**src/rtl/decod38_pkg.sv**
```systemverilog
// Shared definitions for the 3-to-8 decoder address sequencer.
package decod38_pkg;

  localparam int unsigned N_OUT = 8;
  localparam int unsigned SEL_W = $clog2(N_OUT);

  typedef enum logic {
    StIdle = 1'b0,
    StRun  = 1'b1
  } state_e;

  localparam logic [SEL_W-1:0] SelFirstUp = 3'd0;
  localparam logic [SEL_W-1:0] SelLastUp  = 3'd7;
  localparam logic [SEL_W-1:0] SelFirstDn = 3'd7;
  localparam logic [SEL_W-1:0] SelLastDn  = 3'd0;

  function automatic logic [SEL_W-1:0] first_code(input logic dir);
    return dir ? SelFirstDn : SelFirstUp;
  endfunction

  function automatic logic [SEL_W-1:0] last_code(input logic dir);
    return dir ? SelLastDn : SelLastUp;
  endfunction

endpackage

```
**src/rtl/dwell_cnt.sv**
```systemverilog
// Dwell counter: counts up each cycle, synchronous clear, tc when count equals limit.
module dwell_cnt #(
  parameter int unsigned DWELL_W = 4
) (
  input  logic               clk,
  input  logic               rst_n,
  input  logic               clr,
  input  logic [DWELL_W-1:0] limit,
  output logic               tc
);

  logic [DWELL_W-1:0] cnt_q, cnt_d;

  always_comb begin
    cnt_d = clr ? '0 : cnt_q + DWELL_W'(1);
  end

  always_ff @(posedge clk or negedge rst_n) begin
    if (!rst_n) begin
      cnt_q <= '0;
    end else begin
      cnt_q <= cnt_d;
    end
  end

  assign tc = (cnt_q == limit);

endmodule

```
**src/rtl/decod38_scan_seq.sv**
```systemverilog
// Address sequencer for the 3-to-8 decoder: steps sel through all codes with a
// programmable dwell, one pass or continuous, with registered en/busy/done/wrap.
module decod38_scan_seq
  import decod38_pkg::*;
#(
  parameter int unsigned DWELL_W = 4
) (
  input  logic               clk,
  input  logic               rst_n,
  input  logic               start,
  input  logic               stop,
  input  logic               dir,
  input  logic               one_shot,
  input  logic [DWELL_W-1:0] dwell,
  output logic [SEL_W-1:0]   sel,
  output logic               en,
  output logic               busy,
  output logic               done,
  output logic               wrap
);

  state_e             state_q;
  logic               dir_q;
  logic               one_shot_q;
  logic [DWELL_W-1:0] dwell_q;
  logic               tc;
  logic               cnt_clr;
  logic [SEL_W-1:0]   sel_next;

  // Counter runs only in RUN and restarts on every step or abort.
  assign cnt_clr  = (state_q != StRun) || tc || stop;
  assign sel_next = dir_q ? sel - SEL_W'(1) : sel + SEL_W'(1);

  dwell_cnt #(
    .DWELL_W(DWELL_W)
  ) u_dwell_cnt (
    .clk  (clk),
    .rst_n(rst_n),
    .clr  (cnt_clr),
    .limit(dwell_q),
    .tc   (tc)
  );

  always_ff @(posedge clk or negedge rst_n) begin
    if (!rst_n) begin
      state_q    <= StIdle;
      dir_q      <= 1'b0;
      one_shot_q <= 1'b0;
      dwell_q    <= '0;
      sel        <= '0;
      en         <= 1'b0;
      busy       <= 1'b0;
      done       <= 1'b0;
      wrap       <= 1'b0;
    end else begin
      done <= 1'b0;
      wrap <= 1'b0;
      unique case (state_q)
        StIdle: begin
          if (start && !stop) begin
            state_q    <= StRun;
            dir_q      <= dir;
            one_shot_q <= one_shot;
            dwell_q    <= dwell;
            sel        <= first_code(dir);
            en         <= 1'b1;
            busy       <= 1'b1;
          end
        end
        StRun: begin
          // stop outranks any coincident step, wrap or finish
          if (stop) begin
            state_q <= StIdle;
            en      <= 1'b0;
            busy    <= 1'b0;
          end else if (tc) begin
            if (sel == last_code(dir_q) && one_shot_q) begin
              state_q <= StIdle;
              en      <= 1'b0;
              busy    <= 1'b0;
              done    <= 1'b1;
            end else begin
              sel  <= sel_next;
              wrap <= (sel == last_code(dir_q));
            end
          end
        end
        default: begin
          state_q <= StIdle;
          en      <= 1'b0;
          busy    <= 1'b0;
        end
      endcase
    end
  end

endmodule
```
**config.mk**
```make
export PLATFORM = sky130hd
export DESIGN_NAME = decod38_scan_seq
export DESIGN_NICKNAME = d
export VERILOG_FILES = /design/src/rtl/decod38_pkg.sv /design/src/rtl/dwell_cnt.sv /design/src/rtl/decod38_scan_seq.sv
export SDC_FILE = /design/constraint.sdc
export NUM_CORES = 1
export LEC_CHECK = 0
export BUFFER_PORTS_ARGS = -buffer_cell sky130_fd_sc_hd__buf_2
export CORE_MARGIN = 2
export CORE_UTILIZATION = 50
export CTS_BUF_LIST = sky130_fd_sc_hd__clkbuf_8
export DETAILED_ROUTE_END_ITERATION = 8
export PLACE_DENSITY = 0.76
export SKIP_LAST_GASP = 1
export SYNTH_ARGS = -nofsm -noshare
export SYNTH_HDL_FRONTEND = slang
export SYNTH_SLANG_ARGS = --single-unit
```
**constraint.sdc**
```tcl
create_clock -name clk -period 1.6 [get_ports clk]
set_input_delay 0.32 -clock clk [delete_from_list [all_inputs] [get_ports clk]]
set_output_delay 0.32 -clock clk [all_outputs]
set_load 0.05 [all_outputs]
```
==> results_dict.tcl <==
set metrics [dict create \
    status "complete, no violations" \
    endpoint_kind "flip-flop" \
    ant_nets 0 \
    clock_path_buffers 2 \
    ys_seq_area_frac 0.469 \
    nFillCells 147 \
    num_antenna_cells 0 \
    overflow 0 \
    rr_endpoint "sel[2]" \
    grt_start_max_net_pins 18 \
    crit_chain "inv_2 -> fa_2 -> xor2_1 -> a21oi_1 -> o22ai_1 -> a211o_1" \
    drv_cap 0 \
    die_area_sq_um 2170 \
    syn_to_final_growth_pct 19.2 \
    hold_violations 0 \
    seqCellArea_sq_um 428 \
    utilization 0.633 \
    cts.clk_slew.worst_paths_ns 0.07 \
    core_area_sq_um 1710 \
    arrival_ns 1.69 \
    start_util 0.531 \
    netlist.area_leader.share 0.469 \
    cp_top_family "compound AO/OA/AOI/OAI gates" \
    numCtsBuffers 3 \
    wl_um 1850 \
    yosys_most_used_dff "dfrtp_1" \
    die_w_um 46.6 \
    setup_violations 0 \
    vdd_drop_max_v 0.00105 \
    ys_seq_elements 17 \
    ys_top_cells_by_count "nand2_1, dfrtp_1, nor2_1" \
    ioPinCount 17 \
    syn-num-nets 108 \
    finalMaxSlewViolations 0 \
    gr-usage-all-layers 0.209 \
    fin_crit_ns 1.55 \
    cts-root-buf "clkbuf_8" \
    path_buf_inv 1 \
    r2r_cells 6 \
    final.period_utilization 0.967 \
    crit_path_max_incr_delay_ns 0.38 \
    fin_tns_setup_ns 0 \
    finClkSkew_ns 0.00382 \
    slew-limit-headroom 0.748 \
    whs_endpoint "dwell_q[2]" \
    cp.required_ns 1.74 \
    synth_top_area_cell "dfrtp_1" \
    worstHoldPathCells 3 \
    fp-row-count 15 \
    synthArstFlopShare 1.00 \
    ys_types 30 \
    multi_input_area_sq_um 445 \
    numPortBuffers 16 \
    synth.area.top_cells "dfrtp_1, nand2_1, xnor2_1" \
    detail_route.wl_per_cell_um 13.1 \
    drt_first_pass_iters 4 \
    crit_cells 6 \
    yosys_warnings 0 \
    powerDensity_nw_per_um2 1380 \
    syn_avg_cell_area_sq_um 9.55 \
    startpoint_type "flip-flop" \
    hp-class "in -> reg" \
    vias 745 \
    synth.most_common_cell "nand2_1" \
    netlist_instances 95 \
    hp-start "dwell[2]" \
    synthXorXnorAreaFrac 0.0676 \
    gp_congestion 0.881 \
    synth-adder-area-share 0.0497 \
    chipHeight_um 46.6 \
    drive_gt1_frac 0.293 \
    fmax_ghz 0.646 \
    antenna_found_initial 0 \
    drc 0 \
    synth_top_family_by_area "simple AND/OR/NAND/NOR gates" \
    tightest_slew_ns 0.378 \
    power_leakage_nw 0.526 \
    muxShareOfSynthArea 0 \
    critPathMaxFanout 3 \
    grt_pass1_vias 696 \
    cts_sinks 17 \
    clk_latency_ns 0.25 \
    synth_simple_gate_area_frac 0.255 \
    via_per_inst 5.28 \
    synthesis.area_sq_um 907 \
    crit_type "reg -> reg" \
    drt-initial-drc-count 13 \
    critPathSlowestCell "dfrtp_1" \
    layout.nets 130 \
    cts_tree "yes" \
    rsz0062_at_grt "true" \
    detailed_place_hpwl_um 1350 \
    grt_first_pass_wirelength_um 3110 \
    synth_compound_area_frac 0.116 \
    synth_edf_count 0 \
    rr_startpoint "dir_q" \
    reg2reg_slack_ns 0.05 \
    cts_max_level 1 \
]
-- metal layers --
metal / GRT usage / up-vias / routed length (um) / part of all wire
li1: - / 365 / - / -
met1: 0.284 / 353 / 838 / 0.45
met2: 0.319 / 23 / 881 / 0.48
met3: 0.0510 / 4 / 107 / 0.058
met4: 0.0800 / 0 / 26 / 0.014
met5: 0 / - / 0 / 0
-- stage by stage --
step | area (sq um) | total power [mW] | worst slack, ns | cells | hold slack [ns]
after global placement | 1030 | 1.16 | 0.0932 | 136 | 0.266
after CTS | 1080 | 1.50 | 0.0341 | 141 | 0.254
after global routing | 1080 | 1.58 | -0.0126 | 141 | 0.260
final | 1080 | 1.49 | 0.0526 | 141 | 0.259
after detailed placement | 1030 | 1.18 | 0.0394 | 136 | 0.264
after floorplan | 912 | 1.03 | -0.0408 | 95 | 0.0244
-- how the worst max path moves through the flow --
stage | from | endpoint | slack [ns]
after global routing | dir_q | sel[2] | -0.01
final | dir_q | sel[2] | 0.05
after floorplan | sel[1] | sel[2] | -0.04
after detailed placement | dir_q | sel[2] | 0.04
after CTS | dir_q | sel[2] | 0.03
after global placement | dir_q | sel[2] | 0.09
-- registers in the layout, indices dropped and copies added, names as in the netlist --
register           cells
wrap                   1
dir_q                  1
state_q                1
one_shot_q             1
done                   1
sel                    3
u_dwell_cnt.cnt_q      4
busy                   1
dwell_q                4
-- tightest hold or removal path, cell delays in order --
cell     delay, ns
buf_2         0.07
nand2_1       0.04
nand2_1       0.04
-- cell type report --
type / instances / share of cell area
sequential: 17 / 0.396
clock buffer: 3 / 0.0382
multi-input combinational: 70 / 0.412
clock inverter: 1 / 0.00347
timing repair buffer: 20 / 0.104
inverter: 5 / 0.0174
tap: 25 / 0.0289
-- what timing repair did --
action	CTS	global route
setup buffers	0	0
setup endpoints to repair	0	1
hold buffers	1	0
gates resized for setup	0	1
endpoints found under the hold margin	17	0
-- cell usage in the layout (no fill, tap or decap), types with 2 or more instances in the layout --
master | netlist | final
nand2_1 | 21 | 21
buf_2 | 0 | 16
dfrtp_1 | 17 | 15
nor2_1 | 10 | 10
xnor2_1 | 5 | 5
inv_2 | 0 | 3
nand4_1 | 3 | 3
nor2b_1 | 3 | 3
o21ai_0 | 3 | 3
inv_1 | 5 | 3
a21oi_1 | 3 | 3
clkbuf_8 | 0 | 3
buf_4 | 2 | 3
xor2_1 | 2 | 2
o22ai_1 | 2 | 2
ha_1 | 2 | 2
dfrtp_2 | 0 | 2
-- logic make-up after synthesis --
kind of cell,Yosys count
and+or+nand+nor,46
DFF,17
AOI/OAI and AO/OA,14
buffers and inverters,8
xor gates and xnor gates,7
adders and majority gates,3
-- power by group --
group / switching [mW] / internal, mW
registers: 0.0956 / 0.506
clock network: 0.143 / 0.170
logic: 0.367 / 0.209
Power figures use the tool's default switching activity.
